--- config.mk ---
export PLATFORM = sky130hd
export DESIGN_NAME = uart_line_buffer_flat
export DESIGN_NICKNAME = d
export VERILOG_FILES = /design/src/rtl/uart_line_buffer_pkg.sv /design/src/rtl/uart_line_buffer_if.sv /design/src/rtl/uart_line_buffer_tx_seq.sv /design/src/rtl/uart_line_buffer.sv /design/src/flat_wrapper.sv
export SDC_FILE = /design/constraint.sdc
export NUM_CORES = 1
export LEC_CHECK = 0
export ABC_CLOCK_PERIOD_IN_PS = 7300
export CAP_MARGIN = 20
export CELL_PAD_IN_SITES_DETAIL_PLACEMENT = 0
export CELL_PAD_IN_SITES_GLOBAL_PLACEMENT = 1
export CORE_MARGIN = 2
export CORE_UTILIZATION = 47
export DETAILED_ROUTE_END_ITERATION = 10
export PLACE_DENSITY = 0.94
export SYNTH_ARGS = -nofsm -noshare
export SYNTH_HDL_FRONTEND = slang
export SYNTH_SLANG_ARGS = --single-unit
--- constraint.sdc ---
create_clock -name CLK -period 7.3 [get_ports CLK]
set_clock_uncertainty 0.15 [all_clocks]
set_input_delay 1.095 -clock CLK [delete_from_list [all_inputs] [get_ports CLK]]
set_output_delay 1.095 -clock CLK [all_outputs]
set_load 0.02 [all_outputs]
--- src/rtl/uart_line_buffer_pkg.sv ---
// Shared state encodings, character constants and the small transmit-queue record
// used by the line buffer and its transmit sequencer.
package uart_line_buffer_pkg;

  typedef enum logic [2:0] {
    ST_IDLE,
    ST_STORE,
    ST_TX,
    ST_TX_WAIT,
    ST_RD_REQ,
    ST_RD_DATA
  } state_e;

  localparam logic [7:0] CH_CR  = 8'h0D;
  localparam logic [7:0] CH_LF  = 8'h0A;
  localparam logic [7:0] CH_BS  = 8'h08;
  localparam logic [7:0] CH_SP  = 8'h20;
  localparam logic [7:0] CH_BEL = 8'h07;
  localparam logic [7:0] CH_NUL = 8'h00;

  // Up to three bytes to send; dat[0] goes out first.
  typedef struct packed {
    logic [1:0]      cnt;
    logic [2:0][7:0] dat;
  } txq_t;

  function automatic txq_t txq(input logic [1:0] n, input logic [7:0] b0,
                               input logic [7:0] b1, input logic [7:0] b2);
    txq_t r;
    r.cnt = n;
    r.dat = {b2, b1, b0};
    return r;
  endfunction

endpackage

--- src/rtl/uart_line_buffer_if.sv ---
// Bundle of the uart, bram and status signals around the line buffer.
// master = the line buffer, slave = the surrounding top level / uart / bram.
interface uart_line_buffer_if #(parameter int ADDR_WIDTH = 8);
  logic                  rx_valid;
  logic [7:0]            rx_byte;
  logic                  tx_busy;
  logic                  transmit;
  logic [7:0]            tx_byte;
  logic                  mem_cs_n;
  logic                  mem_wr_n;
  logic                  mem_rd_n;
  logic [ADDR_WIDTH-1:0] mem_addr;
  logic [7:0]            mem_wdata;
  logic [7:0]            mem_rdata;
  logic [ADDR_WIDTH:0]   count;
  logic                  full;
  logic                  empty;
  logic                  overflow;
  logic                  overrun;
  logic                  flag_clr;
  logic                  busy;

  modport master (
    input  rx_valid, rx_byte, tx_busy, mem_rdata, flag_clr,
    output transmit, tx_byte, mem_cs_n, mem_wr_n, mem_rd_n, mem_addr, mem_wdata,
           count, full, empty, overflow, overrun, busy
  );

  modport slave (
    output rx_valid, rx_byte, tx_busy, mem_rdata, flag_clr,
    input  transmit, tx_byte, mem_cs_n, mem_wr_n, mem_rd_n, mem_addr, mem_wdata,
           count, full, empty, overflow, overrun, busy
  );
endinterface

--- src/rtl/uart_line_buffer_tx_seq.sv ---
// Three-byte transmit queue feeding the uart: one-cycle transmit strobe per byte,
// waits for the uart busy flag to rise and fall before sending the next byte.
module uart_line_buffer_tx_seq
  import uart_line_buffer_pkg::*;
(
  input  logic       clk_i,
  input  logic       rst_ni,
  input  logic       load_i,
  input  txq_t       load_dat_i,
  input  logic       tx_busy_i,
  output logic       transmit_o,
  output logic [7:0] tx_byte_o,
  output logic       idle_o
);

  state_e     state_q;
  txq_t       q_q;
  logic       first_q;
  logic       transmit_q;
  logic [7:0] tx_byte_q;

  always_ff @(posedge clk_i or negedge rst_ni) begin
    if (!rst_ni) begin
      state_q    <= ST_IDLE;
      q_q        <= '0;
      first_q    <= 1'b0;
      transmit_q <= 1'b0;
      tx_byte_q  <= 8'h00;
    end else begin
      transmit_q <= 1'b0;
      case (state_q)
        ST_IDLE: begin
          if (load_i && load_dat_i.cnt != 2'd0) begin
            q_q     <= load_dat_i;
            state_q <= ST_TX;
          end
        end
        ST_TX: begin
          if (!tx_busy_i) begin
            transmit_q <= 1'b1;
            tx_byte_q  <= q_q.dat[0];
            first_q    <= 1'b1;
            state_q    <= ST_TX_WAIT;
          end
        end
        ST_TX_WAIT: begin
          // The uart raises its busy flag one cycle after the strobe, so skip that cycle.
          if (first_q) begin
            first_q <= 1'b0;
          end else if (!tx_busy_i) begin
            q_q.dat <= {CH_NUL, q_q.dat[2:1]};
            q_q.cnt <= q_q.cnt - 2'd1;
            state_q <= (q_q.cnt > 2'd1) ? ST_TX : ST_IDLE;
          end
        end
        default: state_q <= ST_IDLE;
      endcase
    end
  end

  assign transmit_o = transmit_q;
  assign tx_byte_o  = tx_byte_q;
  assign idle_o     = (state_q == ST_IDLE);

endmodule

--- src/rtl/uart_line_buffer.sv ---
// Line-editing ring buffer between the uart and a bram: echo with CR->CRLF, backspace
// and BEL, replay of one stored line on REPLAY_CHAR. Write strobe 1 cycle after rx_valid.
module uart_line_buffer
  import uart_line_buffer_pkg::*;
#(
  parameter int         ADDR_WIDTH  = 8,
  parameter logic [7:0] REPLAY_CHAR = 8'h60,
  parameter bit         ECHO_EN     = 1'b1
) (
  input  logic                CLK,
  input  logic                reset_n,
  uart_line_buffer_if.master  bus
);

  localparam int            PW    = ADDR_WIDTH + 1;
  localparam logic [PW-1:0] DEPTH = {1'b1, {ADDR_WIDTH{1'b0}}};
  localparam logic [PW-1:0] ONE   = PW'(1);

  state_e                state_q, ret_q;
  logic [PW-1:0]         wr_ptr_q, rd_ptr_q, line_len_q, count_q;
  logic                  full_q, empty_q, overflow_q, overrun_q;
  logic                  mem_cs_n_q, mem_wr_n_q, mem_rd_n_q;
  logic [ADDR_WIDTH-1:0] mem_addr_q;
  logic [7:0]            mem_wdata_q;

  logic [PW-1:0] cnt, cnt_rd;
  logic          is_full, is_empty;
  logic          q_load, seq_idle;
  txq_t          q_new;

  // Decisions use the live pointer difference; the registered copies lag a cycle.
  assign cnt      = wr_ptr_q - rd_ptr_q;
  assign cnt_rd   = cnt - ONE;
  assign is_full  = (cnt == DEPTH);
  assign is_empty = (cnt == '0);

  always_comb begin
    q_load = 1'b0;
    q_new  = txq(2'd1, CH_BEL, CH_NUL, CH_NUL);
    if (state_q == ST_IDLE && bus.rx_valid) begin
      q_load = 1'b1;
      if (bus.rx_byte == CH_CR) begin
        if (!is_full) q_new = txq(2'd2, CH_CR, CH_LF, CH_NUL);
      end else if (bus.rx_byte == CH_BS) begin
        if (line_len_q != '0) q_new = txq(2'd3, CH_BS, CH_SP, CH_BS);
      end else if (bus.rx_byte == REPLAY_CHAR) begin
        if (!is_empty) q_load = 1'b0;
      end else if (!is_full) begin
        q_load = ECHO_EN;
        q_new  = txq(2'd1, bus.rx_byte, CH_NUL, CH_NUL);
      end
    end else if (state_q == ST_RD_DATA) begin
      q_load = 1'b1;
      q_new  = (bus.mem_rdata == CH_NUL) ? txq(2'd2, CH_CR, CH_LF, CH_NUL)
                                         : txq(2'd1, bus.mem_rdata, CH_NUL, CH_NUL);
    end
  end

  always_ff @(posedge CLK or negedge reset_n) begin
    if (!reset_n) begin
      state_q     <= ST_IDLE;
      ret_q       <= ST_IDLE;
      wr_ptr_q    <= '0;
      rd_ptr_q    <= '0;
      line_len_q  <= '0;
      count_q     <= '0;
      full_q      <= 1'b0;
      empty_q     <= 1'b1;
      overflow_q  <= 1'b0;
      overrun_q   <= 1'b0;
      mem_cs_n_q  <= 1'b1;
      mem_wr_n_q  <= 1'b1;
      mem_rd_n_q  <= 1'b1;
      mem_addr_q  <= '0;
      mem_wdata_q <= 8'h00;
    end else begin
      mem_cs_n_q <= 1'b1;
      mem_wr_n_q <= 1'b1;
      mem_rd_n_q <= 1'b1;
      count_q    <= cnt;
      full_q     <= is_full;
      empty_q    <= is_empty;
      if (bus.flag_clr) begin
        overflow_q <= 1'b0;
        overrun_q  <= 1'b0;
      end
      if (bus.rx_valid && state_q != ST_IDLE) overrun_q <= 1'b1;

      case (state_q)
        ST_IDLE: begin
          if (bus.rx_valid) begin
            ret_q   <= ST_IDLE;
            state_q <= ST_TX;
            if (bus.rx_byte == CH_BS) begin
              if (line_len_q != '0) begin
                wr_ptr_q   <= wr_ptr_q - ONE;
                line_len_q <= line_len_q - ONE;
              end
            end else if (bus.rx_byte == REPLAY_CHAR) begin
              if (!is_empty) begin
                state_q    <= ST_RD_REQ;
                mem_cs_n_q <= 1'b0;
                mem_rd_n_q <= 1'b0;
                mem_addr_q <= rd_ptr_q[ADDR_WIDTH-1:0];
              end
            end else if (is_full) begin
              overflow_q <= 1'b1;
            end else begin
              state_q     <= ST_STORE;
              mem_cs_n_q  <= 1'b0;
              mem_wr_n_q  <= 1'b0;
              mem_addr_q  <= wr_ptr_q[ADDR_WIDTH-1:0];
              mem_wdata_q <= (bus.rx_byte == CH_CR) ? CH_NUL : bus.rx_byte;
              line_len_q  <= (bus.rx_byte == CH_CR) ? '0 : line_len_q + ONE;
            end
          end
        end
        ST_STORE: begin
          wr_ptr_q <= wr_ptr_q + ONE;
          state_q  <= seq_idle ? ST_IDLE : ST_TX;
        end
        ST_TX: begin
          if (seq_idle) begin
            state_q <= ret_q;
            if (ret_q == ST_RD_REQ) begin
              mem_cs_n_q <= 1'b0;
              mem_rd_n_q <= 1'b0;
              mem_addr_q <= rd_ptr_q[ADDR_WIDTH-1:0];
            end
          end
        end
        ST_RD_REQ: state_q <= ST_RD_DATA;
        ST_RD_DATA: begin
          rd_ptr_q <= rd_ptr_q + ONE;
          // Reading into an unterminated line shortens what backspace may erase.
          if (line_len_q > cnt_rd) line_len_q <= cnt_rd;
          ret_q   <= (bus.mem_rdata != CH_NUL && cnt_rd != '0) ? ST_RD_REQ : ST_IDLE;
          state_q <= ST_TX;
        end
        default: state_q <= ST_IDLE;
      endcase
    end
  end

  uart_line_buffer_tx_seq u_tx_seq (
    .clk_i      (CLK),
    .rst_ni     (reset_n),
    .load_i     (q_load),
    .load_dat_i (q_new),
    .tx_busy_i  (bus.tx_busy),
    .transmit_o (bus.transmit),
    .tx_byte_o  (bus.tx_byte),
    .idle_o     (seq_idle)
  );

  assign bus.mem_cs_n  = mem_cs_n_q;
  assign bus.mem_wr_n  = mem_wr_n_q;
  assign bus.mem_rd_n  = mem_rd_n_q;
  assign bus.mem_addr  = mem_addr_q;
  assign bus.mem_wdata = mem_wdata_q;
  assign bus.count     = count_q;
  assign bus.full      = full_q;
  assign bus.empty     = empty_q;
  assign bus.overflow  = overflow_q;
  assign bus.overrun   = overrun_q;
  assign bus.busy      = (state_q != ST_IDLE);

endmodule
--- src/flat_wrapper.sv ---
// flat-port wrapper written by rule: the top's interface ports become plain ports
module uart_line_buffer_flat import uart_line_buffer_pkg::*;
#(
  parameter int         ADDR_WIDTH  = 8,
  parameter logic [7:0] REPLAY_CHAR = 8'h60,
  parameter bit         ECHO_EN     = 1'b1
)
  (CLK, reset_n, bus_rx_valid, bus_rx_byte, bus_tx_busy, bus_mem_rdata, bus_flag_clr, bus_transmit, bus_tx_byte, bus_mem_cs_n, bus_mem_wr_n, bus_mem_rd_n, bus_mem_addr, bus_mem_wdata, bus_count, bus_full, bus_empty, bus_overflow, bus_overrun, bus_busy);
  uart_line_buffer_if #(.ADDR_WIDTH(ADDR_WIDTH)) bus_i ();
  input  logic CLK;
  input  logic reset_n;
  input wire logic [$bits(bus_i.rx_valid)-1:0] bus_rx_valid;
  input wire logic [$bits(bus_i.rx_byte)-1:0] bus_rx_byte;
  input wire logic [$bits(bus_i.tx_busy)-1:0] bus_tx_busy;
  input wire logic [$bits(bus_i.mem_rdata)-1:0] bus_mem_rdata;
  input wire logic [$bits(bus_i.flag_clr)-1:0] bus_flag_clr;
  output wire logic [$bits(bus_i.transmit)-1:0] bus_transmit;
  output wire logic [$bits(bus_i.tx_byte)-1:0] bus_tx_byte;
  output wire logic [$bits(bus_i.mem_cs_n)-1:0] bus_mem_cs_n;
  output wire logic [$bits(bus_i.mem_wr_n)-1:0] bus_mem_wr_n;
  output wire logic [$bits(bus_i.mem_rd_n)-1:0] bus_mem_rd_n;
  output wire logic [$bits(bus_i.mem_addr)-1:0] bus_mem_addr;
  output wire logic [$bits(bus_i.mem_wdata)-1:0] bus_mem_wdata;
  output wire logic [$bits(bus_i.count)-1:0] bus_count;
  output wire logic [$bits(bus_i.full)-1:0] bus_full;
  output wire logic [$bits(bus_i.empty)-1:0] bus_empty;
  output wire logic [$bits(bus_i.overflow)-1:0] bus_overflow;
  output wire logic [$bits(bus_i.overrun)-1:0] bus_overrun;
  output wire logic [$bits(bus_i.busy)-1:0] bus_busy;
  assign bus_i.rx_valid = bus_rx_valid;
  assign bus_i.rx_byte = bus_rx_byte;
  assign bus_i.tx_busy = bus_tx_busy;
  assign bus_i.mem_rdata = bus_mem_rdata;
  assign bus_i.flag_clr = bus_flag_clr;
  assign bus_transmit = bus_i.transmit;
  assign bus_tx_byte = bus_i.tx_byte;
  assign bus_mem_cs_n = bus_i.mem_cs_n;
  assign bus_mem_wr_n = bus_i.mem_wr_n;
  assign bus_mem_rd_n = bus_i.mem_rd_n;
  assign bus_mem_addr = bus_i.mem_addr;
  assign bus_mem_wdata = bus_i.mem_wdata;
  assign bus_count = bus_i.count;
  assign bus_full = bus_i.full;
  assign bus_empty = bus_i.empty;
  assign bus_overflow = bus_i.overflow;
  assign bus_overrun = bus_i.overrun;
  assign bus_busy = bus_i.busy;
  uart_line_buffer #(.ADDR_WIDTH(ADDR_WIDTH), .REPLAY_CHAR(REPLAY_CHAR), .ECHO_EN(ECHO_EN)) u_core (.CLK(CLK), .reset_n(reset_n), .bus(bus_i));
endmodule
Word-level counts from Yosys, hierarchy flattened
Index checks and enable logic that the tools add are counted.
{ "word_totals": {"register_bits": 104, "inputBits": 21, "out_inout_bits": 42, "word_cells": 175} }
{ "classes": {"add_sub_neg": 8, "n_lt_le_gt_ge": 2, "eq_ne": 27, "n_mux": 82, "bitwise": 4, "reduce_logical": 29} }
{ "op_table": {"columns": ["operator", "count"], "rows": [
  ["two-way mux 26 bit", 11],
  ["two-way mux 9 bit", 10],
  ["two-way mux 8 bit", 9],
  ["case mux 26 bit (2 select lines)", 1],
  ["case mux 9 bit (2 select lines)", 2],
  ["two-way mux 3 bit", 11],
  ["two-way mux 1 bit", 28],
  ["adder 9 x 1 -> 9 bit (second input constant)", 3],
  ["subtractor 9 x 1 -> 9 bit (second input constant)", 3],
  ["inequality test 2 bit (second input constant)", 9],
  ["nonzero test 9 bit", 2],
  ["== test 8 x 4 -> 1 bit (second input constant)", 2],
  ["case mux 8 bit (2 select lines)", 1],
  ["inequality test 3 bit (second input constant)", 5],
  ["case mux 3 bit (5 select lines)", 1],
  ["nonzero test 2 bit", 7],
  ["AND reduction 4 bit", 3],
  ["== test 3 x 2 -> 1 bit (second input constant)", 3],
  ["== test 3 bit (second input constant)", 3],
  ["== test 9 bit (second input constant)", 1],
  ["> comparator 9 bit", 1],
  ["logical NOT 9 bit", 1],
  ["case mux 3 bit (3 select lines)", 1],
  ["subtractor 9 bit", 1],
  ["18 further kinds", 33]
]} }

Logic depth before layout (Yosys ltp)
Gate-level depths: netlist of the first run.
{ "logic_depth": {"word_depth": 11, "ltp_mapped": 20, "ltp_nobuf": 19} }

By module
Synthesis of the first run repeated with hierarchy kept, for this count alone.
{ "hier_totals": {"hier_cells": 629, "hier_area_um2": 6413.7} }
{ "by_module_without_submodules": {"columns": ["module", "instances", "cells_each", "area_each_um2", "seq_area_each_um2"], "rows": [
  ["uart_line_buffer", 1, 493, 4588.2, 1581.5],
  ["uart_line_buffer_tx_seq", 1, 136, 1825.5, 950.9]
]} }

Worst setup path after synthesis of the first run
Ideal clock, no wire load.
{ "synth_path": {"kind": "register to register", "from": "reg u_core.wr_ptr_q[0]", "to": "reg u_core.line_len_q[6]", "setup_time_ns": 0.119, "t_arrival_ns": 3.839, "required_time_ns": 7.031, "slack_ns": 3.192, "stages_incl_launch_ff": 17, "path_buffers": 1, "period_less_slack_ns": 4.108, "cell_sequence": "dfrtp_1 -> inv_1 -> ha_1 -> inv_1 -> fa_1 -> a21o_1 -> a21oi_1 -> xnor2_1 -> a2111oi_4 -> nand2_1 -> xnor2_1 -> ha_1 -> or4_1 -> o21ai_0 -> a32oi_2 -> buf_2 -> o21a_1"} }
{ "synth_via": {"elab_chain_cells": 5, "elab_cells_between_ends": 9, "cone_classes": "add/sub (2); order compare (1); eq/ne (3); mux (2); reduce/logical (1)"} }
{ "synth_rtl": {"columns": ["item", "line_no", "rtl"], "rows": [
  ["from (decl)", "uart_line_buffer.sv:20", "logic [PW-1:0] wr_ptr_q, rd_ptr_q, line_len_q, count_q;"],
  ["from (signal assigned)", "uart_line_buffer.sv:96", "wr_ptr_q <= wr_ptr_q - ONE;"],
  ["from (signal assigned)", "uart_line_buffer.sv:119", "wr_ptr_q <= wr_ptr_q + ONE;"],
  ["subtractor 9 bit (*)", "uart_line_buffer.sv:32", "assign cnt = wr_ptr_q - rd_ptr_q;"],
  ["named net u_core.cnt[4]", "uart_line_buffer.sv:26", "logic [PW-1:0] cnt, cnt_rd;"],
  ["subtractor 9 x 1 -> 9 bit", "uart_line_buffer.sv:33", "assign cnt_rd = cnt - ONE;"],
  ["> comparator 9 bit", "uart_line_buffer.sv:136", "if (line_len_q > cnt_rd) line_len_q <= cnt_rd;"],
  ["inequality test 2 bit (no source line)", null, null],
  ["AND reduction 6 bit (no source line)", null, null],
  ["to (signal assigned)", "uart_line_buffer.sv:97", "line_len_q <= line_len_q - ONE;"],
  ["to (signal assigned)", "uart_line_buffer.sv:114", "line_len_q <= (bus.rx_byte == CH_CR) ? '0 : line_len_q + ONE;"],
  ["to (signal assigned)", "uart_line_buffer.sv:136", null],
  ["to (decl)", "uart_line_buffer.sv:20", null]
]} }
Mark *: on every way through the listed nets, which the timed path passes. The rest lies on a longest branch. The select of a mux whose other input is x is not followed.
A chain may end at the register's enable or synchronous reset.

Worst setup path after layout of the first run
{ "layout_path": {"from": "reg u_core.wr_ptr_q[0]", "to": "reg u_core.line_len_q[3]"} }
{ "layout_via": {"elab_chain_cells": 5, "elab_cells_between_ends": 9, "cone_classes": "add/sub (2); order compare (1); eq/ne (3); mux (2); reduce/logical (1)"} }
{ "layout_rtl": {"columns": ["item", "line_no"], "rows": [
  ["subtractor 9 bit (*)", "uart_line_buffer.sv:32"],
  ["named net u_core.cnt[4]", "uart_line_buffer.sv:26"],
  ["subtractor 9 x 1 -> 9 bit", "uart_line_buffer.sv:33"],
  ["> comparator 9 bit", "uart_line_buffer.sv:136"],
  ["inequality test 2 bit (no source line)", null],
  ["AND reduction 6 bit (no source line) (*)", null]
]} }
Marked as above.

==> results.cfg, run 1 <==
[run_status]
status = complete, no violations

[global_route]
grt_pass1_wl_mm = 20.6
grt_max_degree = 69
grt.busiest_layer = met2
met1_usage_pct = 28.5
grt_pass1_vias = 4209
track_usage_pct = 22.0
antenna_found_initial = 0
met2_usage_pct = 36.3
overflow = 0
grtUsageMet3_pct = 4.41

[logic_synthesis]
syn_area_um2 = 5300
ys_seq_elements = 88
syn_area_per_cell_um2 = 9.85
ys_seq_area_share_pct = 41.7
synth_edf_count = 0
synth_nets = 591
synth_cell_types = 68
synthCells = 538
synth_warnings = 0
async_reset_ff_share_pct = 100
ys.flop_type = dfrtp_1

[placed_design]
pre_cts_ws_ps = 2450
io_buffer_count = 62
routabilityCongestion = 0.922
dp_hpwl_mm = 9.39

[floorplan]
rows = 38
pin_count = 63
start_util_pct = 48.5
die_w_um = 110
core_area_um2 = 10900
die-area_um2 = 12100
fp.dieH_um = 110

[critical_path]
start_kind = flop
crit_type = reg2reg
cp_cell_sequence = inv_1 -> ha_1 -> inv_1 -> fa_1 -> a21o_1 -> a21oi_1 -> xnor2_1 -> a2111oi_4 -> nand2_1 -> xnor2_1 -> ha_1 -> nand2_1 -> nor3_1 -> nor3_1 -> o21ai_0 -> a32oi_2 -> mux2_2
timing.rr.start = u_core.wr_ptr_q[0]
crit_family = compound AO/OA/AOI/OAI gates
arrival_ps = 5040
worstPathRequired_ps = 7380
r2r_end = u_core.line_len_q[3]
cp-end-kind = flop
slowest_stage = a32oi_2
path_buf_inv = 2
max_stage_delay_ps = 590
rrSetupSlack_ps = 2350
cp_max_fo = 16
reg2reg_depth = 17

[sta]
worst_slew_pin_slew_ps = 1000
maxSlewHeadroom_pct = 33.4
fmax_ghz = 0.202
setup_tns_ps = 0
setup_viol = 0
fin_ws_ps = 2350
drv_slew = 0
rsz0062_at_grt = no
fin_crit_sh_pct = 67.9
finalHoldViolCount = 0
min_period_ps = 4950

[route]
vias_per_cell = 5.84
wl_mm = 12.8
post_drt_wl_per_cell_um = 17.4
antenna_left = 0
initialDrtViolationCount = 199
drc = 0
vias = 4295
drt_pass1_iterations = 5

[cts]
cts_tree = yes
cts.repair.resized = 0
cts_root_buf = clkbuf_16
clkTransAtPathRegs_ps = 70
clock_sinks = 88
htreeDepth = 3
numCtsBuffers = 9
clockBufferDepth = 2
worstSkewPairLatency_ps = 350
ctsHoldBuffers = 0
post_cts_buffers = 0

[worst_hold_path]
hp-class = reg2reg
hold_depth = 1
min_to = u_core.rd_ptr_q[2]
holdCritStartpoint = u_core.rd_ptr_q[2]

[power]
p_total_uw = 3440
ir_worst_vdd_uv = 214
power.density_nw_per_um2 = 545
p_leak_uw = 0.00263

[final_layout]
finalNetCount = 644
area_delta_synth_final_pct = 18.9
antenna_cells = 0
drive_above_1_share_pct = 12.2

[job]
cap_violations = 0
[cell usage after synthesis (all sizes together), types with 10 or more instances]
| library cell | instances | area share, % |
|---|---|---|
| mux2 | 35 | 7.8 |
| nand2 | 53 | 3.8 |
| mux2i | 10 | 1.9 |
| nand3 | 17 | 1.6 |
| nor2 | 35 | 2.5 |
| clkbuf | 17 | 1.2 |
| o21ai | 31 | 2.9 |
| inv | 29 | 2.1 |
| ha | 30 | 7.1 |
| a21oi | 31 | 2.9 |
| nor3 | 14 | 1.4 |
| dfrtp | 84 | 40 |
| xnor2 | 25 | 4.1 |
[state kept, by name, indices dropped and copies added (netlist names), 2 cells and up]
register                   count
u_core.u_tx_seq.q_q           13
u_core.bus.count               9
u_core.line_len_q              9
u_core.rd_ptr_q                9
u_core.wr_ptr_q                9
u_core.bus.mem_addr            8
u_core.bus.mem_wdata           8
u_core.u_tx_seq.tx_byte_o      8
u_core.state_q                 3
u_core.u_tx_seq.state_q        2
[area by class of cell]
type                    instances  area [um2]
clock buffers                  10         239
inverters                      29         109
repair buffers                 65         641
clock inverters                 6        48.8
multi-input cells             398        2880
flip-flops and latches         88        2210
fillers                       927        4630
well taps                     140         175
[placed cells by master (no fill, tap or decap), types with 4 or more instances in the layout]
cell type        instances
a31oi_1                  5
nor4_1                   5
nand4_1                  4
dfrtp_1                 84
mux2_2                  30
o21ai_0                 31
xor2_1                   7
nor3_1                  13
xnor2_1                 25
inv_1                   28
mux2_4                   5
o221ai_1                 5
buf_4                    4
nand2_1                 53
nand3_1                 17
dfstp_2                  4
nor2b_1                  6
a21o_1                   8
ha_1                    30
a21oi_1                 31
nor2_1                  35
and3_1                   4
or3_1                    5
mux2i_1                 10
clkbuf_16                9
clkdlybuf4s50_1         61
o21a_1                   7
[logic make-up (layout without fill, tap and decap cells)]
| logic type | count (synthesis) | after routing | synth area share [%] |
|---|---|---|---|
| flops | 88 | 88 | 41.7 |
| compound gates | 123 | 123 | 16.1 |
| simple gates | 165 | 165 | 15.2 |
| buf+inv | 52 | 110 | 3.97 |
| fa+ha+maj | 32 | 32 | 7.84 |
| xor+xnor | 33 | 33 | 5.60 |
| mux | 45 | 45 | 9.68 |
[routing by layer]
metal,wire length [um],share of wire [%],up-vias
li1,-,-,2039
met1,5770,45,2078
met2,6030,47,157
met3,781,6.1,21
met4,240,1.9,0
met5,0,0,-
[power breakdown]
part           switching (uW)  internal [uW]  total [uW]
sequential                192            710         901
combinational            1150            932        2080
clock                     207            244         451
total                    1550           1890        3440
[stage by stage]
stage | utilization, % | cell area [um2] | hold WS, ps | cells
floorplan | - | 5300 | 295 | 538
global placement | 54.9 | 6010 | 313 | 719
detailed placement | 54.9 | 6010 | 313 | 719
CTS | 57.6 | 6290 | 331 | 735
global route | 57.6 | 6300 | 361 | 736
finish | 57.6 | 6300 | 329 | 736
[worst max path at each step]
stage,start,endpoint,cells past startpoint
floorplan,u_core.wr_ptr_q[0],u_core.line_len_q[6],16
global placement,u_core.wr_ptr_q[0],u_core.line_len_q[3],17
detailed placement,u_core.wr_ptr_q[0],u_core.line_len_q[3],17
CTS,u_core.wr_ptr_q[0],u_core.line_len_q[3],17
global route,u_core.wr_ptr_q[0],u_core.line_len_q[3],17
finish,u_core.wr_ptr_q[0],u_core.line_len_q[3],17
Note: power is estimated with default switching activity, not from simulation.
==> inputs of run 2 (changes only) <==
- ABC_CLOCK_PERIOD_IN_PS: 7300 -> 4900
- CORE_UTILIZATION: 47 -> 44
- PLACE_DENSITY: 0.94 -> 0.9
- clock period: 7.3 -> 4.9 ns (I/O delays scaled with it)
==> run 2 against run 1 <==
  * Combinational power increased by 53%
  * Highest routed layer unchanged
  * Die area increased by 6.6%
  * Global-route usage decreased by 0.60 points
  * Setup slack got worse by 2100 ps
  * Largest power group unchanged
  * Hold slack got worse by 110 ps
  * Largest cell class unchanged
  * Cell area increased by 1.2%
==> results.cfg, run 2 (synthesis results as in run 1) <==
[floorplan]
core_area_um2 = 11900
rows = 40
die-area_um2 = 12900
fp.dieH_um = 114
pin_count = 63
start_util_pct = 44.7
die_w_um = 114

[final_layout]
antenna_cells = 0
final_common_cell = dfrtp_1
largest_register = u_core.u_tx_seq.q_q
drive_above_1_share_pct = 13.3
largest_reg_flops = 13
layout_common_cells = 84 x dfrtp_1, 61 x clkdlybuf4s50_1, 53 x nand2_1
finalNetCount = 650
area_delta_synth_final_pct = 20.3
fin_area_um2 = 6380

[global_route]
track_usage_pct = 21.4
overflow = 0
grt_pass1_wl_mm = 21.8
grt_pass1_vias = 4300
antenna_found_initial = 0
grt_max_degree = 49

[power]
swShare_pct = 45.0
power.density_nw_per_um2 = 821
p_leak_uw = 0.00266
seq_power_share_pct = 25.6
internal-power_uw = 2880
clockPowerShare_pct = 13.4
power_switching_uw = 2360
ir_worst_vdd_uv = 408
p_comb_share_pct = 61.0

[sta]
worst_slew_pin_slew_ps = 795
finalHoldViolCount = 0
timing.hold.ws_ps = 215
fin_crit_sh_pct = 94.4
drv_slew = 0
fmax_ghz = 0.216
min_period_ps = 4630
maxSlewHeadroom_pct = 46.6
setup_viol = 0

[cts]
cts_root_buf = clkbuf_16
clkTransAtPathRegs_ps = 60
worstSkewPairLatency_ps = 360
cts_tree = yes
clockBufferDepth = 2
clock_sinks = 88
numCtsBuffers = 9
htreeDepth = 3

[critical_path]
cp_cell_sequence = inv_1 -> ha_1 -> inv_1 -> fa_1 -> inv_1 -> ha_1 -> nand3b_1 -> mux2_2 -> a2111oi_4 -> nand2_1 -> xnor2_1 -> ha_1 -> o21a_1 -> o21ai_0 -> nor3_1 -> o21ai_0 -> a32oi_2 -> mux2_2
crit_cells = 18
r2r_end = u_core.line_len_q[3]
arrival_ps = 4710
cp-startpoint = u_core.wr_ptr_q[0]
cp_max_fo = 7
rrSetupSlack_ps = 270
timing.rr.start = u_core.wr_ptr_q[0]
path_buf_inv = 3
start_kind = flop
crit_type = reg2reg
slowest_stage = fa_1
cp-endpoint = u_core.line_len_q[3]
crit_family = adder cells
worstPathRequired_ps = 4980
reg2reg_depth = 18
max_stage_delay_ps = 500
cp-end-kind = flop

[run_status]
status = complete, no violations

[route]
vias = 4382
drt_pass1_iterations = 5
drc = 0
post_drt_wl_per_cell_um = 17.8
initialDrtViolationCount = 327
antenna_left = 0
wl_mm = 13.3
vias_per_cell = 5.85

[placed_design]
dp_hpwl_mm = 9.76
dpl_cell_area_um2 = 6040
routabilityCongestion = 0.881
io_buffer_count = 62

[worst_hold_path]
hp-class = in2async

[job]
cap_violations = 0
==> run 2: cell count changes in the layout (fill, tap and decap cells not counted) <==
cell,delta
buf_4,+5
buf_6,+1
bufinv_16,+1
clkbuf_8,-1
clkinv_2,+1
clkinvlp_4,+2
inv_6,-3
xnor2_1,-1
xnor2_2,+1
==> run 2: layer usage <==
metal | up-vias | wire [um] | global-route usage (%)
li1 | 2053 | - | -
met1 | 2136 | 5830 | 28.2
met2 | 167 | 6400 | 35.2
met3 | 26 | 782 | 3.35
met4 | 0 | 329 | 9.27
met5 | - | 0 | 0
==> run 2: through the flow <==
step / setup WS [ps] / TNS [ps] / total power [uW] / util (%) / std cells
floorplan: 792 / 0 / 3520 / - / 538
global placement: 473 / 0 / 4330 / 50.9 / 729
detailed placement: 333 / 0 / 4460 / 50.9 / 729
CTS: 287 / 0 / 5190 / 53.4 / 745
global route: -11.5 / -12.1 / 5640 / 53.8 / 749
finish: 272 / 0 / 5240 / 53.8 / 749
==> run 2: timing repair <==
item,in CTS,in global routing
setup buffers,0,3
endpoints found under the setup margin,0,9
gates resized for setup,0,2
hold buffers,0,0
==> run 2: worst min path at each step <==
stage                                   end  cells after the start          startpoint  slack, ps
3_3_place_gp             u_core.rd_ptr_q[6]                      1  u_core.rd_ptr_q[6]        310
4_1_cts        u_core.u_tx_seq.tx_byte_o[7]                      1             reset_n        230
6_report            u_core.bus.mem_wdata[2]                      1             reset_n        210
5_1_grt             u_core.bus.mem_wdata[2]                      1             reset_n        260
3_5_place_dp             u_core.rd_ptr_q[6]                      1  u_core.rd_ptr_q[6]        320
2_1_floorplan           u_core.bus.count[0]                      0             reset_n        290
==> run 2: cell type report <==
| type | instances | area [um2] |
|---|---|---|
| fill | 1045 | 5490 |
| inverter | 29 | 109 |
| sequential | 88 | 2210 |
| tap | 147 | 184 |
| clock buffer | 9 | 225 |
| multi-input combinational | 398 | 2890 |
| clock inverter | 7 | 72.6 |
| timing repair buffer | 71 | 689 |
==> run 2: power by group through the flow <==
| stage | Sequential (uW) | Clock (uW) | Combinational (uW) |
|---|---|---|---|
| final | 1340 | 701 | 3190 |
| after global routing | 1390 | 738 | 3510 |
| after CTS | 1340 | 708 | 3140 |
| after detailed placement | 1350 | 0 | 3110 |
| after global placement | 1330 | 0 | 3000 |
| after floorplan | 1430 | 0 | 2090 |
==> inputs of run 3 (changes only) <==
--- a/constraint.sdc
+++ b/constraint.sdc
@@ -4,2 +4,2 @@
 set_output_delay 0.735 -clock CLK [all_outputs]
-set_load 0.02 [all_outputs]
+set_load 0.05 [all_outputs]
==> results of run 3 <==
The final DEF is identical to that of run 2. Status: complete, no violations.
Power of run 3 is left out: the tool's default activity adds up to more than one toggle a clock period on the data nets, which glitch-free logic cannot reach.
